--- src/rtl/core_seq_if.sv ---
// Host/core-side signal bundle for the core_seq instruction sequencer.
// The sequencer uses the slave modport; the host/bench drives through master.
interface core_seq_if;
  logic        start;
  logic [10:0] w_base;
  logic [10:0] x_base;
  logic [10:0] p_base;
  logic        ofifo_valid;
  logic [50:0] inst;
  logic        busy;
  logic        done;
  logic [2:0]  state;

  // start is a one-cycle request honoured only when idle; ofifo_valid is a
  // level meaning "a row may be popped this cycle" and inst[6] pops it in the
  // same cycle, so one row moves per cycle where both are high.
  modport master (
    output start, w_base, x_base, p_base, ofifo_valid,
    input  inst, busy, done, state
  );

  modport slave (
    input  start, w_base, x_base, p_base, ofifo_valid,
    output inst, busy, done, state
  );
endinterface

--- src/rtl/core_seq.sv ---
// Instruction sequencer for one weight-stationary pass of core: kernel load,
// activation streaming/execution, then ofifo drain into psum memory.
module core_seq #(
  parameter int row     = 4,
  parameter int col     = 8,
  parameter int len_nij = 36
) (
  input  logic       clk,
  input  logic       reset,
  core_seq_if.slave  bus
);

  typedef enum logic [2:0] {
    IDLE = 3'd0,
    WRD  = 3'd1,
    KLD  = 3'd2,
    KWT  = 3'd3,
    XRD  = 3'd4,
    EXE  = 3'd5,
    DRN  = 3'd6,
    DN   = 3'd7
  } state_t;

  // All memory enables high (inactive), every strobe low.
  localparam logic [50:0] IDLE_WORD = 51'h6_0001_800C_0000;

  localparam logic [10:0] WRD_LAST = 11'(col);
  localparam logic [10:0] KLD_LAST = 11'(col - 1);
  localparam logic [10:0] KWT_LAST = 11'(row + col - 1);
  localparam logic [10:0] XRD_LAST = 11'(len_nij);
  localparam logic [10:0] EXE_LAST = 11'(len_nij - 1);
  localparam logic [10:0] DRN_LAST = 11'(len_nij - 1);
  localparam logic [10:0] W_READS  = 11'(col);
  localparam logic [10:0] X_READS  = 11'(len_nij);

  state_t      state;
  state_t      state_next;
  logic [10:0] cnt;
  logic [10:0] cnt_next;
  logic [10:0] w_base_q;
  logic [10:0] x_base_q;
  logic [10:0] p_base_q;
  logic        l0_wr_q;
  logic        xmem_rd;
  logic [10:0] xmem_addr;
  logic [50:0] inst_w;

  always_ff @(posedge clk or posedge reset) begin
    if (reset) begin
      state    <= IDLE;
      cnt      <= '0;
      w_base_q <= '0;
      x_base_q <= '0;
      p_base_q <= '0;
      l0_wr_q  <= 1'b0;
    end else begin
      state   <= state_next;
      cnt     <= cnt_next;
      // SRAM read data arrives one cycle after the strobe, so L0 writes lag.
      l0_wr_q <= xmem_rd;
      if (state == IDLE && bus.start) begin
        w_base_q <= bus.w_base;
        x_base_q <= bus.x_base;
        p_base_q <= bus.p_base;
      end
    end
  end

  always_comb begin
    state_next = state;
    cnt_next   = cnt;
    case (state)
      IDLE: begin
        if (bus.start) begin
          state_next = WRD;
          cnt_next   = '0;
        end
      end
      WRD: begin
        if (cnt == WRD_LAST) begin
          state_next = KLD;
          cnt_next   = '0;
        end else begin
          cnt_next = cnt + 11'd1;
        end
      end
      KLD: begin
        if (cnt == KLD_LAST) begin
          state_next = KWT;
          cnt_next   = '0;
        end else begin
          cnt_next = cnt + 11'd1;
        end
      end
      KWT: begin
        if (cnt == KWT_LAST) begin
          state_next = XRD;
          cnt_next   = '0;
        end else begin
          cnt_next = cnt + 11'd1;
        end
      end
      XRD: begin
        if (cnt == XRD_LAST) begin
          state_next = EXE;
          cnt_next   = '0;
        end else begin
          cnt_next = cnt + 11'd1;
        end
      end
      EXE: begin
        if (cnt == EXE_LAST) begin
          state_next = DRN;
          cnt_next   = '0;
        end else begin
          cnt_next = cnt + 11'd1;
        end
      end
      DRN: begin
        // In DRN the counter counts completed pmem writes, not cycles.
        if (bus.ofifo_valid) begin
          if (cnt == DRN_LAST) begin
            state_next = DN;
            cnt_next   = '0;
          end else begin
            cnt_next = cnt + 11'd1;
          end
        end
      end
      DN: begin
        state_next = IDLE;
        cnt_next   = '0;
      end
      default: begin
        state_next = IDLE;
        cnt_next   = '0;
      end
    endcase
  end

  always_comb begin
    inst_w    = IDLE_WORD;
    xmem_rd   = 1'b0;
    xmem_addr = '0;
    case (state)
      WRD: begin
        if (cnt < W_READS) begin
          xmem_rd   = 1'b1;
          xmem_addr = w_base_q + cnt;
        end
      end
      KLD: begin
        inst_w[3] = 1'b1;
        inst_w[0] = 1'b1;
      end
      XRD: begin
        if (cnt < X_READS) begin
          xmem_rd   = 1'b1;
          xmem_addr = x_base_q + cnt;
        end
      end
      EXE: begin
        inst_w[3] = 1'b1;
        inst_w[1] = 1'b1;
      end
      DRN: begin
        // Mealy on ofifo_valid so a row is popped and written the same cycle.
        if (bus.ofifo_valid) begin
          inst_w[6]     = 1'b1;
          inst_w[32]    = 1'b0;
          inst_w[31]    = 1'b0;
          inst_w[30:20] = p_base_q + cnt;
        end
      end
      default: begin
        inst_w = IDLE_WORD;
      end
    endcase
    if (xmem_rd) begin
      inst_w[19]   = 1'b0;
      inst_w[18]   = 1'b1;
      inst_w[17:7] = xmem_addr;
    end
    inst_w[2] = l0_wr_q;
  end

  assign bus.inst  = inst_w;
  assign bus.busy  = (state != IDLE) && (state != DN);
  assign bus.done  = (state == DN);
  assign bus.state = state;

endmodule

--- src/flat_wrapper.sv ---
// flat-port wrapper written by rule: the top's interface ports become plain ports
module core_seq_flat 
#(
  parameter int row     = 4,
  parameter int col     = 8,
  parameter int len_nij = 36
)
  (clk, reset, bus_start, bus_w_base, bus_x_base, bus_p_base, bus_ofifo_valid, bus_inst, bus_busy, bus_done, bus_state);
  core_seq_if bus_i ();
  input  logic clk;
  input  logic reset;
  input wire logic [$bits(bus_i.start)-1:0] bus_start;
  input wire logic [$bits(bus_i.w_base)-1:0] bus_w_base;
  input wire logic [$bits(bus_i.x_base)-1:0] bus_x_base;
  input wire logic [$bits(bus_i.p_base)-1:0] bus_p_base;
  input wire logic [$bits(bus_i.ofifo_valid)-1:0] bus_ofifo_valid;
  output wire logic [$bits(bus_i.inst)-1:0] bus_inst;
  output wire logic [$bits(bus_i.busy)-1:0] bus_busy;
  output wire logic [$bits(bus_i.done)-1:0] bus_done;
  output wire logic [$bits(bus_i.state)-1:0] bus_state;
  assign bus_i.start = bus_start;
  assign bus_i.w_base = bus_w_base;
  assign bus_i.x_base = bus_x_base;
  assign bus_i.p_base = bus_p_base;
  assign bus_i.ofifo_valid = bus_ofifo_valid;
  assign bus_inst = bus_i.inst;
  assign bus_busy = bus_i.busy;
  assign bus_done = bus_i.done;
  assign bus_state = bus_i.state;
  core_seq #(.row(row), .col(col), .len_nij(len_nij)) u_core (.clk(clk), .reset(reset), .bus(bus_i));
endmodule
--- config.mk ---
export PLATFORM = sky130hd
export DESIGN_NAME = core_seq_flat
export DESIGN_NICKNAME = d
export VERILOG_FILES = /design/src/rtl/core_seq_if.sv /design/src/rtl/core_seq.sv /design/src/flat_wrapper.sv
export SDC_FILE = /design/constraint.sdc
export NUM_CORES = 1
export LEC_CHECK = 0
export BUFFER_PORTS_ARGS = -buffer_cell sky130_fd_sc_hd__buf_2
export CAP_MARGIN = 20
export CORE_MARGIN = 10
export CORE_UTILIZATION = 37
export DETAILED_ROUTE_END_ITERATION = 6
export PLACE_DENSITY = 0.61
export SYNTH_ARGS = -nofsm -noshare
export SYNTH_HDL_FRONTEND = slang
export SYNTH_SLANG_ARGS = --single-unit
--- constraint.sdc ---
create_clock -name clk -period 5.7 [get_ports clk]
set_input_delay 1.14 -clock clk [delete_from_list [all_inputs] [get_ports clk]]
set_output_delay 1.14 -clock clk [all_outputs]
set_load 0.05 [all_outputs]
======== Word level (Yosys, flattened, before mapping) ========
Index checks and enable logic that the tools add are counted.
Widths: inputs -> output; s select.
word-level totals
  register bits after elaboration ......... 48
  output and inout bits ................... 56
  word-level logic and storage cells ...... 71
operators by class
  add/subtract/negate cells ............... 4
  order comparisons ....................... 2
  equal/unequal tests ..................... 21
  muxes and demuxes ....................... 31
  reduce and logical (&&, ||, !) cells .... 7
operator list
  kind                   number
  $mux 11                9
  $pmux 11 s8            1
  $mux 13                3
  $add 11x11->11         3
  $mux 3                 8
  $pmux 3 s8             1
  $eq 11x4->1 const B    2
  $eq 11x6->1 const B    2
  $pmux 11 s2            1
  $eq 3x3->1 const B     4
  $ne 2x1->1 const B     6
  $add 11x1->11 const B  1
  $eq 11x3->1 const B    1
  $lt 11x4->1 const B    1
  $lt 11x6->1 const B    1
  $reduce_and 8->1       1
  $mux 1                 7
  $eq 3x2->1 const B     2
  $ne 2x2->1 const B     2
  $eq 3x1->1 const B     1
  $logic_not 3->1        1
  $ne 3x3->1 const B     1
  $reduce_bool 3->1      1
  $logic_and 1x1->1      2
  3 further kinds        3

======== Depth between registers and ports, before layout ========
Gate-level depths: netlist of the first run.
  depth in word-level cells ............... 4
  gate-level depth with buffers ........... 8
  mapped depth without buffers ............ 8

======== Worst setup path before layout of the first run ========
OpenSTA, ideal clock, no wires.
  path kind ............................... input-to-output
  start ................................... input port bus_ofifo_valid
  end ..................................... output port bus_inst[30]
  arrival ................................. 3464 ps
  path slack .............................. 1096 ps
  stages .................................. 4
  cells stage by stage .................... nand4b_1 -> inv_1 -> nand2_1 -> mux2i_1
on the way
  cells in the longest elaborated chain, start to end .. 2
ends and longest elaborated chain
  element      RTL line            text
  from (decl)  flat_wrapper.sv:16  input wire logic [$bits(bus_i.ofifo_valid)-1:0] bus_ofifo_valid;
  $mux 13      core_seq.sv:168     if (bus.ofifo_valid) begin
  $mux 13      core_seq.sv:145     case (state)
  to (decl)    flat_wrapper.sv:17  output wire logic [$bits(bus_i.inst)-1:0] bus_inst;
No other way between the ends.

======== Worst setup path after layout of the first run ========
  start ................................... register u_core.cnt[0]
  end ..................................... output port bus_inst[17]
on the way
  cells in the longest elaborated chain, start to end .. 4
ends and longest elaborated chain
  element                                       RTL line         text
  from (decl)                                   core_seq.sv:38   logic [10:0] cnt;
  from (signal assigned)                        core_seq.sv:58   cnt <= cnt_next;
  $add 11x11->11, or another cell as far along  core_seq.sv:159  xmem_addr = x_base_q + cnt;
  $mux 11, or another cell as far along         core_seq.sv:157  if (cnt < X_READS) begin
  $pmux 11 s2 or $pmux 1 s2 (tied branches)     core_seq.sv:145
  $mux 13 (*)                                   core_seq.sv:179  if (xmem_rd) begin
Mark *: on every way between the ends. The rest lies on a longest branch, timed or not.

==> results by stage, run 1 <==
Logic synthesis:
- The average instance in the mapped netlist occupies 9.51 sq um.
- Summing every instance area after synthesis gives 3840 sq um.
- In this run, synthesis inferred 0 flip-flops with an integrated enable.
- The commonest cells after synthesis are 48 x sky130_fd_sc_hd__dfrtp_1, 32 x sky130_fd_sc_hd__ha_1, 32 x sky130_fd_sc_hd__mux2_2.
- The biggest area contributor in the post-synthesis netlist is sky130_fd_sc_hd__dfrtp_1.
- The prevailing post-synth register cell is sky130_fd_sc_hd__dfrtp_1.
- After synthesis, flip-flops and latches occupy 31.3% of the total area.
- Sorting the synthesized cells by area gives the leading types as sky130_fd_sc_hd__dfrtp_1 31%, sky130_fd_sc_hd__ha_1 10%, sky130_fd_sc_hd__mux2_2 9.4%, sky130_fd_sc_hd__xor2_1 4.6%, sky130_fd_sc_hd__buf_4 4.5%.
- The synthesis warning total is 0.
- The number of flip-flops and latches in the synthesized netlist is 48.
- Yosys mapped the design onto 56 distinct sky130hd cell types.
- The most frequent cell after synthesis is sky130_fd_sc_hd__dfrtp_1.
- The synthesized instance count is 404.
- Summed over its instances, the top area cell type makes up 31.3% of the synthesized netlist area.
- For this run, asynchronously set or reset flops after synthesis account for 100%.

Detailed routing:
- Detailed routing inserted a total of 3,228 vias.
- The detailed-routed wire length on met2 is 4.77 mm.
- The length of the first detailed-routing pass in iterations is 4.
- The highest metal layer carrying signal wires in the routed design is met4.
- The detailed router finished its first iteration with 164 violations.
- The met1 wire length is 4.43 mm.
- In the final routed layout, each cell accounts on average for 16.9 microns.
- The DRC violation count after routing is 0.
- The final wirelength is 10.2 mm.
- The post-detailed-route count of antenna-violating nets is 0.
- The ratio of routed vias to standard cells is 5.35.
- After detailed routing, the met3 layer carries 825 microns of wire.

GRT:
- The global-route wire length before repair is 16.1 mm.
- The initial antenna violation count was 0.
- Entering global routing, the biggest net connects 49 pins.
- Global routing finished with a remaining overflow of 0.
- The total routing usage reported by global routing is 13.4%.
- The via count of the first global-routing pass was 3,298.

Worst setup path:
- Broken down by cell family, the worst path's largest delay share belongs to compound AO/OA/AOI/OAI gates.
- In this design, the stage delay of the slowest critical-path cell is 520 ps.
- The signal on the critical path passes through ha_1 > fa_1 > a211oi_1 > o211ai_1 > a221oi_1 > xnor2_1 > o22ai_1 > buf_2.
- Data on the critical path arrives at its endpoint at 2990 ps.
- The startpoint kind of the worst setup timing path is a flop.
- The kind of critical path is flop to output port.
- Counting both buffers and inverters, the worst setup path holds a total of 1.
- STA classifies the critical path endpoint as an output port.
- The largest driver fanout on the critical path is 10.
- On the critical path, the stage with the largest delay is an instance of sky130_fd_sc_hd__dfrtp_1.
- STA puts the critical path data required time at 4560 ps.

CTS:
- The number of clock buffers added by TritonCTS is 5.
- The register clock-pin slew on the reported worst setup and hold paths is 90 ps.
- The clock insertion delay at the later pin of the skew report is 310 ps.
- The number of H-tree branching levels is 2.
- The post-cts resize count is 0.
- In this run the clock root is driven by a sky130_fd_sc_hd__clkbuf_8.
- The number of hold buffers added after CTS was 0.
- The buffer levels on the longest clock path is 2.
- In this run the post-CTS setup repair buffer count came out at 0.
- The clock net in this run drives a total of 48 sinks.
- The TritonCTS clock tree is done.

STA:
- For this run, the top clock speed supported by timing is 242 MHz.
- At the pin with the least slew margin, the transition time is 563 ps.
- The part of the cycle the worst path needs is 72.4%.
- Setup repair after global routing left no endpoint under its margin.
- The total of endpoints with negative setup slack in the final report is 0.
- The clock arrives with 7.91 ps of skew.
- The setup TNS after final layout is 0 ps.
- Measured against its own limit, the worst slew margin works out to 62.2%.
- For the finished layout, the period the worst path requires is 4130 ps.
- The number of failing hold endpoints at the final stage was 0.
- The max-slew violation count was 0.

Floorplan:
- For this configuration, the core starts out at a cell density of 37.5%.
- The die height is 122 microns.
- The number of rows created at floorplan is 37.
- From left edge to right edge, the die measures 122 microns.
- The standard cell core area is 10,200 sq um.
- The number of ports placed on the die boundary is 93.
- The floorplan die area is 14,900 sq um.

Cells and area:
- The relative area change from synthesis to final layout is 12.8%.
- The post-route netlist has 26.6% of its cells at a drive strength greater than 1.
- The net count reported at finish is 538.
- After routing the design area is 4330 sq um.
- 0 antenna diodes ended up in the layout.

Placement:
- The count of port buffers added during placement is 71.
- The weighted congestion reported at the end of routability-driven placement is 0.858.
- The placed wire-length estimate is 7.88 mm.
- After detailed placement, the total cell area comes to 4220 sq um.

Power:
- The static leakage is 2.06 nW.
- The cell area power density is 559 nW/um^2.
- Across the VDD grid, the largest voltage drop is 0.000344 V.

Worst hold path:
- The kind of path behind the tightest hold check is flop to flop.

Run:
- The tool flagged a number of max-cap violations equal to 0.

Run status:
- The run finished with clean final reports.
state kept, by name, summed over array words and instances, names as in the netlist:
| register | cells |
|---|---|
| u_core.cnt | 11 |
| u_core.p_base_q | 11 |
| u_core.w_base_q | 11 |
| u_core.x_base_q | 11 |
| u_core.bus.state | 3 |
| u_core.l0_wr_q | 1 |
through the flow:
stage | power, mW | hold slack (ps) | util, % | setup WS, ps | cells
after floorplan | 1.87 | 487 | - | 1100 | 423
after global placement | 2.18 | 507 | 41.3 | 2000 | 594
after detailed placement | 2.22 | 504 | 41.3 | 1950 | 594
after CTS | 2.44 | 529 | 42.2 | 1590 | 602
after global routing | 2.61 | 549 | 42.4 | 1380 | 603
final | 2.42 | 524 | 42.4 | 1570 | 603
path summary, 6_finish.rpt:
kind	startpoint	end	slack, ps	depth (start not counted)
max	u_core.cnt[0]	bus_inst[17]	1570	8
max in group asynchronous	reset	u_core.cnt[2]	4390	3
min in group asynchronous	reset	u_core.w_base_q[2]	800	2
min reg2reg	u_core.w_base_q[5]	u_core.w_base_q[5]	520	1
min	u_core.w_base_q[5]	u_core.w_base_q[5]	520	1
max reg2reg	u_core.cnt[6]	u_core.l0_wr_q	3410	5
cell type report:
cell class                      count  area (sq um)
Multi-Input combinational cell    322          2430
Tap cell                          136           170
Inverter                           16          60.1
Clock buffer                        8          90.1
Timing Repair Buffer               73           383
Fill cell                        1028          5900
Sequential cell                    48          1200
power by group:
group	internal (mW)	total [mW]	switching [mW]
Combinational	0.566	1.54	0.973
Clock	0.0993	0.216	0.116
Sequential	0.487	0.666	0.179
metal layers:
metal,vias up,track usage [%]
met5,-,0
met4,0,4.10
met3,13,3.70
met2,90,22.9
met1,1560,16.0
li1,1565,-
worst reg2reg max path, stage by stage, from the launching register on:
cell                      delay [ps]
sky130_fd_sc_hd__dfrtp_1         520
sky130_fd_sc_hd__or4_4           610
sky130_fd_sc_hd__nor2_1          190
sky130_fd_sc_hd__nand4_1         470
sky130_fd_sc_hd__and2_1          400
sky130_fd_sc_hd__inv_1            60
placed cells by master, fill, tap and decap left out, types with 15 or more instances in the layout:
cell type                 synthesis  final
sky130_fd_sc_hd__mux2_2          32     32
sky130_fd_sc_hd__nor2_1          28     28
sky130_fd_sc_hd__ha_1            32     32
sky130_fd_sc_hd__conb_1           2     21
sky130_fd_sc_hd__xor2_1          20     20
sky130_fd_sc_hd__dfrtp_1         48     48
sky130_fd_sc_hd__buf_2            5     71
sky130_fd_sc_hd__a21oi_1         18     18
sky130_fd_sc_hd__inv_1           16     15
sky130_fd_sc_hd__nand2_1         19     19
cells by family after synthesis:
family | share of synthesized area [%]
adders and majority gates | 12.0
and+or+nand+nor | 16.0
muxes | 9.90
buffers and inverters | 7.59
xor gates and xnor gates | 7.07
DFF | 31.3
AOI/OAI and AO/OA | 16.0
other | 0.196
No activity file was read; power rests on OpenSTA's default activity.
==> run 2, diff against run 1 <==
--- a/config.mk
+++ b/config.mk
@@ -10,7 +10,7 @@
 export CORE_MARGIN = 10
 export CORE_UTILIZATION = 37
 export DETAILED_ROUTE_END_ITERATION = 6
-export PLACE_DENSITY = 0.61
+export PLACE_DENSITY = 0.63
 export SYNTH_ARGS = -nofsm -noshare
 export SYNTH_HDL_FRONTEND = slang
 export SYNTH_SLANG_ARGS = --single-unit
==> constraint.sdc (replaced) <==
create_clock -name clk -period 3.71 [get_ports clk]
set_input_delay 0.742 -clock clk [delete_from_list [all_inputs] [get_ports clk]]
set_output_delay 0.742 -clock clk [all_outputs]
set_load 0.05 [all_outputs]
==> results by stage, run 2 (synthesis gave the netlist of run 1 again) <==
Run status:
- The flow ran to the end, and the final reports show no timing, DRC or antenna violations.

Worst setup path:
- Data arrives at the worst endpoint at 2770 ps.
- In this design, the stage delay of the slowest critical-path cell is 500 ps.
- The depth of the most critical reg-to-reg path is 5.
- The worst-path cell with the longest stage delay is sky130_fd_sc_hd__dfrtp_2.
- For flop-to-flop paths, the worst setup slack is 1420 ps.
- STA puts the critical path data required time at 2970 ps.
- The kind of critical path is flop to output port.
- STA classifies the critical path startpoint as a flop.
- The largest driver fanout on the critical path is 10.
- The element type at the critical path end is an output port.
- The start point of the critical path is u_core.cnt[0].
- The endpoint identified for the worst register-to-register timing path is u_core.cnt[2].
- The critical path goes through ha_1 > fa_1 > a211oi_2 > o211ai_1 > a221oi_1 > xnor2_1 > o22ai_1 > buf_4.
- The worst register-to-register path begins at u_core.cnt[6].

STA:
- Setup repair after global routing left no endpoint under its margin.
- The part of the cycle the worst path needs is 94.5%.
- The clock period minus final worst setup slack is 3510 ps.
- Headroom to the max-slew limit came out at 54.0%.
- The number of failing hold endpoints at the final stage is 0.
- The measured slew at the worst slew-check pin is 686 ps.
- The max-slew violation count is 0.
- Final hold analysis gives a worst-case slack of 330 ps.
- On the final layout, the worst clock skew is 6.49 ps.
- The maximum clock frequency is 285 MHz.
- The total of endpoints with negative setup slack in the final report is 0.
- The setup TNS after final layout is 0 ps.

Detailed routing:
- The DRC violation count after routing is 0.
- The final wirelength is 9.90 mm.
- The detail route stage leaves a number of antenna-violating nets equal to 0.
- The total via count in the routed design is 3,154.
- For this run, the detailed router's first-pass iteration total came to 4.
- The post-detailed-route wirelength per cell is 16.4 microns.
- The ratio of routed vias to standard cells is 5.22.
- For this block, the initial DRC count from the detailed router was 188.

CTS:
- The register clock-pin slew on the reported worst setup and hold paths is 100 ps.
- Clock latency on the worst-skew pair, taken at its later pin, is 310 ps.
- The TritonCTS clock tree is done.
- The number of buffers inserted during clock tree synthesis is 5.
- The number of H-tree branching levels is 2.
- The number of hold buffers added after CTS is 0.
- The buffer levels on the longest clock path is 2.
- The CTS sink count is 48.
- The root buffer selected by CTS is sky130_fd_sc_hd__clkbuf_8.

Cells and area:
- The area of combinational cells with multiple inputs is 2450 sq um.
- The layout has 1,009 filler cells.
- The top cell types in the final layout, fill and taps aside, are 70 x sky130_fd_sc_hd__buf_2, 46 x sky130_fd_sc_hd__dfrtp_1, 32 x sky130_fd_sc_hd__mux2_2, 32 x sky130_fd_sc_hd__ha_1, 28 x sky130_fd_sc_hd__nor2_1.
- Across the whole layout, storage elements account for 1200 sq um.
- The number of antenna cells inserted is 0.
- The net count of the finished layout is 539.
- The post-route netlist has 28.6% of its cells at a drive strength greater than 1.
- The relative area change from synthesis to final layout is 15.1%.
- Leaving out fill and tap cells, the most frequent cell in the layout is sky130_fd_sc_hd__buf_2.
- Once layout is done, the placed cells without fillers occupy 4420 sq um.

Power:
- The analysis attributes to cell leakage a power of 2.07 nW.
- The highest ir drop seen on vdd is 0.000620 V.
- Power spread over the standard cell area amounts to 872 nW/um^2.
- The completed layout was analyzed and its total power is 3.86 mW.

GRT:
- After global routing the overflow that remains totals 0.
- The initial antenna violation count is 0.
- The total routing usage reported by global routing is 13.1%.
- The pin count of the biggest net entering global routing is 49.
- The global-route wire length before repair is 15.9 mm.
- The via count of the first global-routing pass is 3,192.

Floorplan:
- The number of rows created at floorplan is 37.
- For this configuration, the core starts out at a cell density of 37.5%.
- The die is 122 microns wide.
- The die covers 14,900 sq um.
- The number of ports placed on the die boundary is 93.
- The die height is 122 microns.
- The standard cell core area is 10,200 sq um.

Run:
- The number of max-capacitance violations reported is 0.

Worst hold path:
- The worst hold path belongs to the class input port to async pin.

Placement:
- The placed cell area is 4250 sq um.
- The count of port buffers added during placement is 71.
- The weighted congestion reported at the end of routability-driven placement is 0.819.
- The HPWL after detailed placement is 7.62 mm.
## run 2: power breakdown
part / switching [mW] / total [mW] / leakage [nW] / internal, mW
logic: 1.50 / 2.38 / 1.42 / 0.880
registers: 0.261 / 1.01 / 0.587 / 0.751
clock network: 0.196 / 0.467 / 0.0687 / 0.272
## run 2: per-layer routing
| metal | vias up | wire length (microns) | track usage, % |
|---|---|---|---|
| met5 | - | 0 | 0 |
| met4 | 0 | 76 | 2.61 |
| met3 | 6 | 828 | 3.42 |
| met2 | 92 | 4790 | 22.4 |
| met1 | 1495 | 4200 | 16.1 |
| li1 | 1561 | - | - |
## run 2: stage by stage
step / std cells / util [%] / worst slack, ps
finish: 604 / 43.2 / 203
global placement: 595 / 41.5 / 403
global route: 604 / 43.2 / 22.8
floorplan: 423 / - / -213
CTS: 603 / 42.9 / 1.67
detailed placement: 595 / 41.5 / 386
## run 2: area by class of cell
class / count / area share (%)
clock inverter: 3 / 1.56
clock buffer: 5 / 1.56
inverter: 16 / 1.44
tap: 136 / 3.85
sequential: 48 / 27.2
multi-input combinational: 322 / 55.5
timing repair buffer: 74 / 8.88
## run 2: worst max-delay path by stage
stage / endpoint / slack (ps) / cells past startpoint
2_1_floorplan: bus_inst[22] / -210 / 3
3_3_place_gp: bus_inst[17] / 400 / 8
3_5_place_dp: bus_inst[17] / 390 / 8
4_1_cts: bus_inst[17] / 2 / 8
5_1_grt: bus_inst[30] / 20 / 8
6_report: bus_inst[17] / 200 / 8
## run 2: critical path, delay by kind of cell, from the launching register on
kind / cells / cell delay, ps
compound gates: 4 / 920
xor+xnor: 1 / 110
fa+ha+maj: 2 / 670
buf+inv: 1 / 260
flops: 1 / 500
## run 2: repair_timing
item,CTS,global route
buffers inserted,0,0
endpoints found under the hold margin,0,0
setup endpoints to repair,0,4
gates resized for setup,0,6
==> run 3, diff against run 2 <==
--- a/config.mk
+++ b/config.mk
@@ -5,7 +5,7 @@
 export SDC_FILE = /design/constraint.sdc
 export NUM_CORES = 1
 export LEC_CHECK = 0
-export BUFFER_PORTS_ARGS = -buffer_cell sky130_fd_sc_hd__buf_2
+export BUFFER_PORTS_ARGS = -buffer_cell sky130_fd_sc_hd__buf_4
 export CAP_MARGIN = 20
 export CORE_MARGIN = 10
 export CORE_UTILIZATION = 37
==> results by stage, run 3 (synthesis gave the netlist of run 1 again) <==
Placement:
- Once detailed placement completed, the half-perimeter wirelength came to 7.84 mm.
- At the end of routability-driven placement, the weighted congestion stood at 0.782.
- The number of instances in the placed design is 595.
- The count of port buffers added during placement is 71.
- In this run the cell area measured after placement is 4430 sq um.

STA:
- Timing would allow up to 283 MHz.
- The clock period minus final worst setup slack is 3540 ps.
- The number of failing hold endpoints at the final stage is 0.
- The part of the cycle the worst path needs is 95.3%.
- Setup repair after global routing left no endpoint under its margin.
- The max-slew violation count is 0.
- The worst pin sits at a relative slew slack of 56.8%.
- The worst clock skew is 9.18 ps.
- Setup violations remaining at the end of the flow were counted as 0.
- The tightest hold margin is 403 ps.
- At the pin with the least slew margin, the transition time is 644 ps.

Worst setup path:
- Along the worst path, the maximum fanout reaches 10.
- The number of cells on the worst reg-to-reg path is 5.
- Following the worst setup path forward leads to its endpoint at bus_inst[17].
- The kind of critical path is flop to output port.
- The arrival time of data at the critical path endpoint is 2790 ps.
- The startpoint kind of the worst setup timing path is a flop.
- The reg-to-reg startpoint is u_core.cnt[6].
- The critical path starts at u_core.cnt[0].
- The data required time of the worst path is 2970 ps.
- STA classifies the critical path endpoint as an output port.
- Across all register-to-register paths, the minimum setup slack is 1400 ps.
- The worst register-to-register path ends at u_core.cnt[2].

GRT:
- For this run the aggregate overflow at the end of global routing stands at 0.
- In the global route stage, overall resource usage came out at 13.5%.
- Entering global routing, the biggest net connects 49 pins.
- The first global-routing pass estimated 16.4 mm of wire.
- The initial antenna violation count was 0.
- The via count of the first global-routing pass came to 3,332.

CTS:
- TritonCTS built the clock tree.
- The longest clock path from root to sink contains 2 buffers.
- The buffer count from post-CTS setup fixing is 0.
- The later pin in the worst-skew pair is clocked with a latency of 310 ps.
- The root buffer selected by CTS is sky130_fd_sc_hd__clkbuf_8.
- The register clock-pin slew on the reported worst setup and hold paths is 100 ps.
- The number of buffers inserted during clock tree synthesis is 5.
- CTS built an H-tree with a depth of 2.
- The tree built by TritonCTS fans out to 48 sinks.

Floorplan:
- The die is 122 microns tall.
- During I/O placement, the number of pins put on the boundary was 93.
- The floorplan die area is 14,900 sq um.
- The floorplan has 37 rows.
- The initial utilization of the core area, before any placement, comes to 37.5%.
- The width of the die is 122 microns.
- The standard cell core area is 10,200 sq um.

Power:
- Power comes to 3.91 mW.
- The static leakage is 2.10 nW.
- VDD sags by at most 0.000427 V.
- The cell area power density is 855 nW/um^2.

Cells and area:
- The ratio of cells with drive above 1 in the final layout is 28.4%.
- The utilization after layout is 44.7%.
- With fillers left out, the area of the finished cells amounts to 4580 sq um.
- Fill cells in the final layout number 1,018.
- In the layout the commonest cells are 73 x sky130_fd_sc_hd__buf_4, 47 x sky130_fd_sc_hd__dfrtp_1, 32 x sky130_fd_sc_hd__mux2_2, 32 x sky130_fd_sc_hd__ha_1, 28 x sky130_fd_sc_hd__nor2_1.
- The library cell used most frequently in the layout, excluding fill and tap cells, is sky130_fd_sc_hd__buf_4.
- The relative area change from synthesis to final layout is 19.1%.
- The finished layout holds 604 standard cells, fillers aside.
- The number of antenna cells inserted is 0.
- The net count reported at finish is 539.

Detailed routing:
- Dividing the detail-routed wire length by the instance count gives 17.1 microns.
- The DRC marker count from the first detailed-route iteration is 234.
- The detail route stage leaves a number of antenna-violating nets equal to 0.
- The DRC violation count after routing is 0.
- The total via count in the routed design is 3,210.
- The ratio of routed vias to standard cells is 5.31.
- The length of the first detailed-routing pass in iterations is 4.
- The final wirelength is 10.3 mm.

Run:
- The number of max-capacitance violations reported is 0.

Worst hold path:
- The kind of path behind the tightest hold check is input port to async pin.

Run status:
- The flow ran to the end, and the final reports show no timing, DRC or antenna violations.
-- run 3: cell types whose count changed in the layout (fill, tap and decap cells not counted) --
cell,change
sky130_fd_sc_hd__buf_2,-70
sky130_fd_sc_hd__buf_4,+70
sky130_fd_sc_hd__bufinv_16,-1
sky130_fd_sc_hd__clkinv_4,+2
sky130_fd_sc_hd__dfrtp_1,+1
sky130_fd_sc_hd__dfrtp_2,-1
sky130_fd_sc_hd__inv_6,-1
-- run 3: worst min path at each step --
stage | startpoint | endpoint | slack, ps | cells past startpoint
2_1_floorplan | u_core.p_base_q[0] | u_core.p_base_q[0] | 490 | 1
3_3_place_gp | u_core.x_base_q[0] | u_core.x_base_q[0] | 500 | 1
3_5_place_dp | u_core.p_base_q[3] | u_core.p_base_q[3] | 510 | 1
4_1_cts | u_core.p_base_q[3] | u_core.p_base_q[3] | 530 | 1
5_1_grt | reset | u_core.x_base_q[4] | 420 | 2
6_report | reset | u_core.x_base_q[4] | 400 | 2
-- run 3: report_power, final --
group	leakage, nW	internal, mW	switching (mW)	total [mW]
clock network	0.0583	0.203	0.201	0.404
registers	0.588	0.749	0.267	1.02
logic	1.46	0.974	1.52	2.49
-- run 3: metal layers --
layer  track usage (%)  part of all wire [%]
met5                 0                     0
met4              2.91                   1.0
met3              3.70                   7.0
met2              23.9                    49
met1              15.8                    43
-- run 3: layout make-up --
cell class | instances | area (sq um) | area share [%]
clock buffers | 5 | 68.8 | 1.50
multi-input cells | 322 | 2450 | 53.7
well taps | 136 | 170 | 3.72
repair buffers | 74 | 568 | 12.4
flip-flops and latches | 48 | 1200 | 26.3
inverters | 16 | 63.8 | 1.39
clock inverters | 3 | 47.5 | 1.04
-- run 3: timing repair --
item                                    CTS  global route
hold buffers                              0             0
resized for setup                         0             3
endpoints found under the setup margin    0             2
-- run 3: stage by stage --
stage	worst slack (ps)	TNS, ps
2_1_floorplan	-213	-572
3_3_place_gp	444	0
3_5_place_dp	395	0
4_1_cts	27.2	0
5_1_grt	11.8	0
6_report	174	0
-- run 3: critical path, stage by stage (launching register included) --
cell and delay (ps):
sky130_fd_sc_hd__dfrtp_2 490, sky130_fd_sc_hd__ha_1 230, sky130_fd_sc_hd__fa_1 430, sky130_fd_sc_hd__a211oi_2 240, sky130_fd_sc_hd__o211ai_1 150, sky130_fd_sc_hd__a221oi_1 330, sky130_fd_sc_hd__xnor2_1 120, sky130_fd_sc_hd__o22ai_1 230
sky130_fd_sc_hd__buf_4 260
